===== src/rtl/b_bit_serializer_pkg.sv =====
// Shared constants and state encoding for the 802.11b backscatter serializer.
// The frame-length constants are used by the top-level FSM so both agree on timing.
package b_bit_serializer_pkg;

    localparam int B_PAYLOAD_BYTES   = 34;
    localparam int B_FCS_BITS        = 32;
    localparam int ROM_ADDR_WIDTH    = 6;
    localparam int T_B_PAYLOAD_TICKS = B_PAYLOAD_BYTES * 8;
    localparam int T_B_FRAME_TICKS   = T_B_PAYLOAD_TICKS + B_FCS_BITS;

    typedef enum logic [2:0] {
        ST_IDLE     = 3'd0,
        ST_LOAD     = 3'd1,
        ST_PAYLOAD  = 3'd2,
        ST_FCS_WAIT = 3'd3,
        ST_FCS      = 3'd4,
        ST_DONE     = 3'd5
    } ser_state_e;

    // True in every state where the modulator is fed a frame bit.
    function automatic logic is_frame_bit_state(input ser_state_e st);
        return (st == ST_PAYLOAD) || (st == ST_FCS_WAIT) || (st == ST_FCS);
    endfunction

endpackage


===== src/rtl/b_bit_serializer.sv =====
// Serializes the pattern-ROM payload LSB-first, one bit per tick, then the
// captured 32-bit FCS-correction word, as one continuous modulator stream.
module b_bit_serializer
    import b_bit_serializer_pkg::*;
#(
    parameter int ADDR_WIDTH    = ROM_ADDR_WIDTH,
    parameter int PAYLOAD_BYTES = B_PAYLOAD_BYTES,
    parameter int FCS_BITS      = B_FCS_BITS
) (
    input  logic                  clk,
    input  logic                  reset,
    input  logic                  start,
    input  logic                  abort,
    input  logic                  tick,
    output logic [ADDR_WIDTH-1:0] rom_addr,
    input  logic [7:0]            rom_data,
    input  logic [31:0]           fcs_word,
    output logic                  s_dat,
    output logic                  crc_en,
    output logic                  mod_en,
    output logic                  busy,
    output logic                  done,
    output logic                  tick_miss
);

    localparam int BIT_W  = ($clog2(FCS_BITS) > 3) ? $clog2(FCS_BITS) : 3;
    localparam int BYTE_W = (PAYLOAD_BYTES > 1) ? $clog2(PAYLOAD_BYTES) : 1;
    localparam logic [BIT_W-1:0]  LAST_PAY_BIT = BIT_W'(7);
    localparam logic [BIT_W-1:0]  LAST_FCS_BIT = BIT_W'(FCS_BITS - 1);
    localparam logic [BYTE_W-1:0] LAST_BYTE    = BYTE_W'(PAYLOAD_BYTES - 1);

    ser_state_e            state_r;
    ser_state_e            state_s;
    logic [7:0]            sh8_r;
    logic [31:0]           sh32_r;
    logic [BIT_W-1:0]      bit_cnt_r;
    logic [BYTE_W-1:0]     byte_cnt_r;
    logic [ADDR_WIDTH-1:0] rom_addr_r;
    logic                  crc_en_r;
    logic                  mod_en_r;
    logic                  busy_r;
    logic                  done_r;
    logic                  tick_miss_r;
    logic                  s_dat_s;

    // Next-state selection; abort overrides everything else.
    always_comb begin
        state_s = state_r;
        if (abort) begin
            state_s = ST_IDLE;
        end else begin
            case (state_r)
                ST_IDLE: begin
                    if (start) state_s = ST_LOAD;
                    else       state_s = ST_IDLE;
                end
                ST_LOAD:     state_s = ST_PAYLOAD;
                ST_PAYLOAD: begin
                    if (tick && (bit_cnt_r == LAST_PAY_BIT) && (byte_cnt_r == LAST_BYTE))
                        state_s = ST_FCS_WAIT;
                    else
                        state_s = ST_PAYLOAD;
                end
                ST_FCS_WAIT: state_s = ST_FCS;
                ST_FCS: begin
                    if (tick && (bit_cnt_r == LAST_FCS_BIT)) state_s = ST_DONE;
                    else                                     state_s = ST_FCS;
                end
                ST_DONE:     state_s = ST_IDLE;
                default:     state_s = ST_IDLE;
            endcase
        end
    end

    // State register; control outputs are registered from the next state so they align with it.
    always_ff @(posedge clk) begin
        if (!reset) begin
            state_r     <= ST_IDLE;
            crc_en_r    <= 1'b0;
            mod_en_r    <= 1'b0;
            busy_r      <= 1'b0;
            done_r      <= 1'b0;
            tick_miss_r <= 1'b0;
        end else begin
            state_r  <= state_s;
            crc_en_r <= (state_s == ST_PAYLOAD);
            mod_en_r <= is_frame_bit_state(state_s);
            busy_r   <= (state_s != ST_IDLE);
            done_r   <= (state_s == ST_DONE);
            if (abort) begin
                tick_miss_r <= tick_miss_r;
            end else if ((state_r == ST_IDLE) && start) begin
                tick_miss_r <= 1'b0;
            end else if (tick && ((state_r == ST_LOAD) || (state_r == ST_FCS_WAIT))) begin
                tick_miss_r <= 1'b1;
            end else begin
                tick_miss_r <= tick_miss_r;
            end
        end
    end

    // Shift registers, bit/byte counters and ROM address walk.
    always_ff @(posedge clk) begin
        if (!reset) begin
            sh8_r      <= 8'h00;
            sh32_r     <= 32'h0000_0000;
            bit_cnt_r  <= '0;
            byte_cnt_r <= '0;
            rom_addr_r <= '0;
        end else if (abort) begin
            sh8_r      <= 8'h00;
            sh32_r     <= 32'h0000_0000;
            bit_cnt_r  <= '0;
            byte_cnt_r <= '0;
            rom_addr_r <= '0;
        end else begin
            case (state_r)
                ST_IDLE: begin
                    rom_addr_r <= '0;
                end
                ST_LOAD: begin
                    sh8_r      <= rom_data;
                    rom_addr_r <= ADDR_WIDTH'(1);
                    bit_cnt_r  <= '0;
                    byte_cnt_r <= '0;
                end
                ST_PAYLOAD: begin
                    if (tick) begin
                        if (bit_cnt_r != LAST_PAY_BIT) begin
                            sh8_r     <= {1'b0, sh8_r[7:1]};
                            bit_cnt_r <= bit_cnt_r + BIT_W'(1);
                        end else if (byte_cnt_r != LAST_BYTE) begin
                            sh8_r      <= rom_data;
                            rom_addr_r <= rom_addr_r + ADDR_WIDTH'(1);
                            byte_cnt_r <= byte_cnt_r + BYTE_W'(1);
                            bit_cnt_r  <= '0;
                        end else begin
                            sh8_r     <= 8'h00;
                            bit_cnt_r <= '0;
                        end
                    end
                end
                // fcs_word becomes valid only here, one clock after the last payload tick.
                ST_FCS_WAIT: begin
                    sh32_r    <= fcs_word;
                    bit_cnt_r <= '0;
                end
                ST_FCS: begin
                    if (tick) begin
                        sh32_r    <= {1'b0, sh32_r[31:1]};
                        bit_cnt_r <= bit_cnt_r + BIT_W'(1);
                    end
                end
                ST_DONE: begin
                    sh32_r     <= 32'h0000_0000;
                    rom_addr_r <= '0;
                end
                default: begin
                    rom_addr_r <= '0;
                end
            endcase
        end
    end

    // Serial bit comes straight from whichever shift register is active.
    always_comb begin
        s_dat_s = 1'b0;
        case (state_r)
            ST_PAYLOAD: s_dat_s = sh8_r[0];
            ST_FCS:     s_dat_s = sh32_r[0];
            default:    s_dat_s = 1'b0;
        endcase
    end

    assign s_dat     = s_dat_s;
    assign rom_addr  = rom_addr_r;
    assign crc_en    = crc_en_r;
    assign mod_en    = mod_en_r;
    assign busy      = busy_r;
    assign done      = done_r;
    assign tick_miss = tick_miss_r;

endmodule


===== config.mk =====
export PLATFORM = sky130hd
export DESIGN_NAME = b_bit_serializer
export DESIGN_NICKNAME = d
export VERILOG_FILES = /design/src/rtl/b_bit_serializer_pkg.sv /design/src/rtl/b_bit_serializer.sv
export SDC_FILE = /design/constraint.sdc
export NUM_CORES = 1
export LEC_CHECK = 0
export ABC_AREA = 1
export CAP_MARGIN = 30
export CORE_MARGIN = 5
export CORE_UTILIZATION = 45
export DETAILED_ROUTE_END_ITERATION = 10
export DONT_BUFFER_PORTS = 1
export PLACE_DENSITY = 0.57
export SETUP_SLACK_MARGIN = 0.02
export SYNTH_ARGS = -nofsm -noshare
export SYNTH_HDL_FRONTEND = slang
export SYNTH_SLANG_ARGS = --single-unit

===== constraint.sdc =====
create_clock -name clk -period 3.05 [get_ports clk]
set_clock_uncertainty 0.2 [all_clocks]
set_input_delay 0.1525 -clock clk [delete_from_list [all_inputs] [get_ports clk]]
set_output_delay 0.1525 -clock clk [all_outputs]
set_load 0.005 [all_outputs]

Word-level counts from Yosys, hierarchy flattened
Cells that the tools add are included.
{"block": "totals", "mem_bits_rw": 0, "rom_bits": 0, "word_cells": 84, "out_inout_bits": 12, "mem_count": 0, "inputBits": 45, "ff_bits": 65, "latch_bits": 0}
{"block": "op_classes", "multipliers": 0, "n_eq_ne": 18, "muxes": 26, "magnitude_cmp": 0, "shifts": 0, "reduce_logical": 23, "div_mod_pow": 0, "n_addsub": 3, "bitwise": 3}
{"cell": "case mux 32 bit (3 select lines)", "count": 1}
{"cell": "2-to-1 mux 6 bit", "count": 6}
{"cell": "2-to-1 mux 32 bit", "count": 1}
{"cell": "2-to-1 mux 8 bit", "count": 3}
{"cell": "case mux 6 bit (3 select lines)", "count": 1}
{"cell": "case mux 8 bit (2 select lines)", "count": 1}
{"cell": "2-to-1 mux 5 bit", "count": 3}
{"cell": "case mux 3 bit (5 select lines)", "count": 1}
{"cell": "case mux 5 bit (3 select lines)", "count": 1}
{"cell": "adder 6 x 1 -> 6 bit (second input constant)", "count": 2}
{"cell": "== test 3 x 2 -> 1 bit (second input constant)", "count": 4}
{"cell": "== test 3 bit (second input constant)", "count": 4}
{"cell": "case mux 6 bit (2 select lines)", "count": 1}
{"cell": "nonzero test 3 bit", "count": 3}
{"cell": "!= test 2 bit (second input constant)", "count": 4}
{"cell": "AND reduction 4 bit", "count": 2}
{"cell": "== test 6 bit (second input constant)", "count": 1}
{"cell": "!= test 6 bit (second input constant)", "count": 1}
{"cell": "AND reduction 2 bit", "count": 3}
{"cell": "OR reduction 2 bit", "count": 3}
{"cell": "adder 5 x 1 -> 5 bit (second input constant)", "count": 1}
{"cell": "== test 5 x 3 -> 1 bit (second input constant)", "count": 1}
{"cell": "== test 5 bit (second input constant)", "count": 1}
{"cell": "logical AND 1 bit", "count": 5}
{"cell": "other kinds (10)", "count": 19}

Longest topological paths before layout
{"block": "logic_depth", "depth_word": 9, "mapped_depth": 11}

Least setup slack after synthesis
OpenSTA, ideal clock, no wires.
{"block": "synth_path", "kind": "register to register", "startpoint": "register bit_cnt_r[0]", "endpoint": "register sh8_r[0]", "period_less_slack_ps": 1673, "setup_slack_ps": 1377, "arrival_ps": 1356, "setup_ps": 117, "n_path_buf": 1, "path_stages_with_launch": 10, "cell_sequence": "dfxtp_1 > ha_1 > nand2_1 > inv_1 > nand2_1 > buf_2 > inv_1 > nand3_1 > a31oi_1 > nor2_1"}
{"block": "synth_via", "elab_chain_len": 4}
{"element": "start, declared", "line": "b_bit_serializer.sv:36", "source": "logic [BIT_W-1:0] bit_cnt_r;"}
{"element": "start signal, assigned", "line": "b_bit_serializer.sv:131", "source": "bit_cnt_r <= bit_cnt_r + BIT_W'(1);"}
{"element": "start signal, assigned", "line": "b_bit_serializer.sv:151", "source": "bit_cnt_r <= bit_cnt_r + BIT_W'(1);"}
{"element": "!= test 5 x 3 -> 1 bit", "line": "b_bit_serializer.sv:129", "source": "if (bit_cnt_r != LAST_PAY_BIT) begin"}
{"element": "2-to-1 mux 8 bit", "line": "b_bit_serializer.sv:129"}
{"element": "2-to-1 mux 8 bit", "line": "b_bit_serializer.sv:128", "source": "if (tick) begin"}
{"element": "case mux 8 bit (2 select lines)", "line": "b_bit_serializer.sv:117", "source": "case (state_r)"}
{"element": "end signal, assigned", "line": "b_bit_serializer.sv:122", "source": "sh8_r <= rom_data;"}
{"element": "end signal, assigned", "line": "b_bit_serializer.sv:130", "source": "sh8_r <= {1'b0, sh8_r[7:1]};"}
{"element": "end signal, assigned", "line": "b_bit_serializer.sv:133", "source": "sh8_r <= rom_data;"}
{"element": "end, declared", "line": "b_bit_serializer.sv:34", "source": "logic [7:0] sh8_r;"}
No other way between the ends. The select of a mux whose other input is x is not followed.
A chain may end at the register's enable or synchronous reset.

Final worst setup path
{"block": "layout_path", "startpoint": "register state_r[2]", "endpoint": "register sh8_r[2]"}
{"block": "layout_via", "elab_chain_len": 3}
{"element": "start, declared", "line": "b_bit_serializer.sv:32", "source": "ser_state_e state_r;"}
{"element": "start signal, assigned", "line": "b_bit_serializer.sv:85", "source": "state_r <= state_s;"}
{"element": "== test 3 x 2 -> 1 bit or == test 3 x 1 -> 1 bit (tied branches)", "line": "b_bit_serializer.sv:117"}
{"element": "!= test 2 bit (no source line) or nonzero test 2 bit (tied branches)"}
{"element": "AND reduction 2 bit (no source line)"}
Several ways; a longest one is shown, not always the timed one.

==> impl_metrics.json <==
{
  "vias_per_cell": 5.021,
  "critPathSlowestCell": "dlygate4sd3_1",
  "hp-start": "start",
  "postSynthCellCount": 507,
  "yosysWarnings": 0,
  "crit_fanout": 14,
  "r2r_cells": 7,
  "rsz0062_at_grt": "false",
  "end_kind": "flop",
  "hold_viol": 0,
  "synth_edf_count": 0,
  "area_delta_synth_final_pct": 20.81,
  "fmax_mhz": 388.9,
  "ant_nets": 0,
  "syn-num-nets": 557,
  "core_area_um2": 7292,
  "n_antenna_cell": 0,
  "min_to": "done",
  "r2r-end": "sh8_r[2]",
  "arrival_ns": 2.60,
  "pin_count": 57,
  "ys_ff_latch": 65,
  "io_buffer_count": 0,
  "drv_slew": 0,
  "vias": 3279,
  "cpPeakStageDelay_ns": 0.56,
  "p_per_area_nw_per_um2": 407.9,
  "htreeDepth": 3,
  "clock_latency_ns": 0.34,
  "cp-start-kind": "flop",
  "place_area_um2": 3397,
  "critical_path_required_ns": 3.07,
  "use_met2": 0.2941,
  "synthDistinctLibCells": 28,
  "setup_tns_ns": 0,
  "postLayoutCoreUtil": 0.5597,
  "die_w_um": 96.65,
  "grt_antenna_before_repair": 0,
  "drtPass1Iterations": 4,
  "setup_viol": 0,
  "grt_max_degree": 35,
  "max_slew_margin": 0.6303,
  "cts_made_buffers": 9,
  "drt_iter0_markers": 106,
  "grt_pass1_vias": 3006,
  "wl_per_cell_um": 13.05,
  "crit_chain": "inv_2, nand2_2, nor2_4, nand3_1, a31oi_1, nor2_1, dlygate4sd3_1",
  "path_clk_slew_ns": 0.07,
  "cts_buffer_depth": 2,
  "synth_ff_type": "dfxtp_1",
  "die_area_um2": 9340,
  "hold-worst-slack_ns": 0.02412,
  "grt_pass1_wl_um": 14350,
  "final_net_count": 599,
  "gr-total-overflow": 0,
  "row_count": 31,
  "r2r_setup_slack_ns": 0.48,
  "grt_util_met1": 0.2287,
  "gp_congestion": 0.8827,
  "max_cap_violations": 0,
  "yosysSeqAreaShare": 0.3852,
  "drc": 0,
  "die_h_um": 96.65,
  "final_area_um2": 4081,
  "grt_usage": 0.1818,
  "crit_type": "reg -> reg",
  "tightest_slew_ns": 0.5539,
  "cts-root-buf": "clkbuf_8",
  "drive_gt1_frac": 0.08123,
  "cts.sinks": 65,
  "start_util": 0.4633,
  "fin_crit_sh": 0.8431,
  "busiest_layer": "met2",
  "whs_path_depth": 4,
  "peakVddDrop_mv": 0.1931,
  "syn_area_per_cell_um2": 6.663,
  "cts_setup_buffers": 0,
  "layout_common_cells": "165 x nand2_1, 65 x dfxtp_1, 64 x nor2_1, 51 x dlygate4sd3_1, 48 x a21oi_1",
  "hold_class": "in -> reg",
  "tritoncts": "done",
  "power.total_mw": 1.665,
  "fin_crit_ns": 2.571,
  "wirelength_um": 8519,
  "reg2reg_from": "state_r[2]",
  "syn_area_um2": 3378,
  "dp_hpwl_um": 5252,
  "use_met3": 0.05540,
  "async_flop_share": 0,
  "outcome": "complete, no violations",
  "layout_commonest_cell": "nand2_1",
  "p_leak_nw": 1.662
}
registers in the layout (all words and copies together), names as in the netlist:
name / count
sh8_r: 8
tick_miss: 1
crc_en: 1
byte_cnt_r: 6
mod_en: 1
busy: 1
done: 1
rom_addr: 6
bit_cnt_r: 5
state_r: 3
sh32_r: 32
through the flow:
stage               setup WS, ns  cells
finish                    0.4785    653
global route              0.3920    653
CTS                       0.5279    653
detailed placement        0.9331    586
global placement           1.023    586
floorplan                  1.377    507
layout make-up:
type | count | area [um^2]
sequential | 65 | 1301
inverter | 27 | 101.3
tap | 99 | 123.9
fill | 735 | 3211
multi-input combinational | 391 | 1841
timing repair buffer | 55 | 540.5
clock inverter | 3 | 15.01
clock buffer | 13 | 158.9
per-layer routing:
metal,vias to the layer above,wire length [um]
met3,15,386
met4,0,132
met2,67,4055
met1,1480,3945
li1,1717,-
met5,-,0
report_power, final:
part | internal (mW) | leakage [nW] | switching (mW)
Sequential | 0.856 | 0.524 | 0.00599
Clock | 0.336 | 0.0932 | 0.319
Combinational | 0.0715 | 1.04 | 0.0765
Total | 1.26 | 1.66 | 0.402
worst max-delay path: cells and delay by family, from the launching register on:
family | cells | cell delay, ns
AND/OR/NAND/NOR | 4 | 0.90
flip-flops | 1 | 0.41
buffers and inverters | 2 | 0.73
AO/OA/AOI/OAI | 1 | 0.21
cell usage after synthesis (7+ instances only):
cell type / instances / area (um^2)
nand2_1: 165 / 619.3
dfxtp_1: 65 / 1301
nor2_1: 65 / 244.0
a21oi_1: 48 / 240.2
o21ai_1: 29 / 145.1
nand3_1: 23 / 115.1
inv_1: 22 / 82.58
o21ai_0: 16 / 80.08
buf_2: 14 / 70.07
a31oi_1: 8 / 50.05
nand2_2: 7 / 43.79
cell families (layout without fill, tap and decap cells):
kind of cell,Yosys count,count (layout),share of synthesized area
flops,65,65,0.3852
xor+xnor,4,4,0.01037
fa+ha+maj,5,5,0.01852
simple gates,279,279,0.3574
compound gates,103,103,0.1578
buf+inv,51,98,0.07074
repair_timing:
item,4_1_cts,5_1_grt
endpoints found under the hold margin,49,0
hold buffers,51,0
resized for setup,0,0
endpoints found under the setup margin,0,0
how the worst max path moves through the flow:
stage / startpoint / to / cells past startpoint
6_report: state_r[2] / sh8_r[2] / 7
5_1_grt: state_r[2] / sh8_r[2] / 7
4_1_cts: state_r[2] / sh8_r[4] / 7
3_5_place_dp: state_r[0] / sh32_r[5] / 8
3_3_place_gp: state_r[0] / sh32_r[5] / 8
2_1_floorplan: bit_cnt_r[0] / sh8_r[0] / 9
Note: power is estimated with default switching activity, not from simulation.
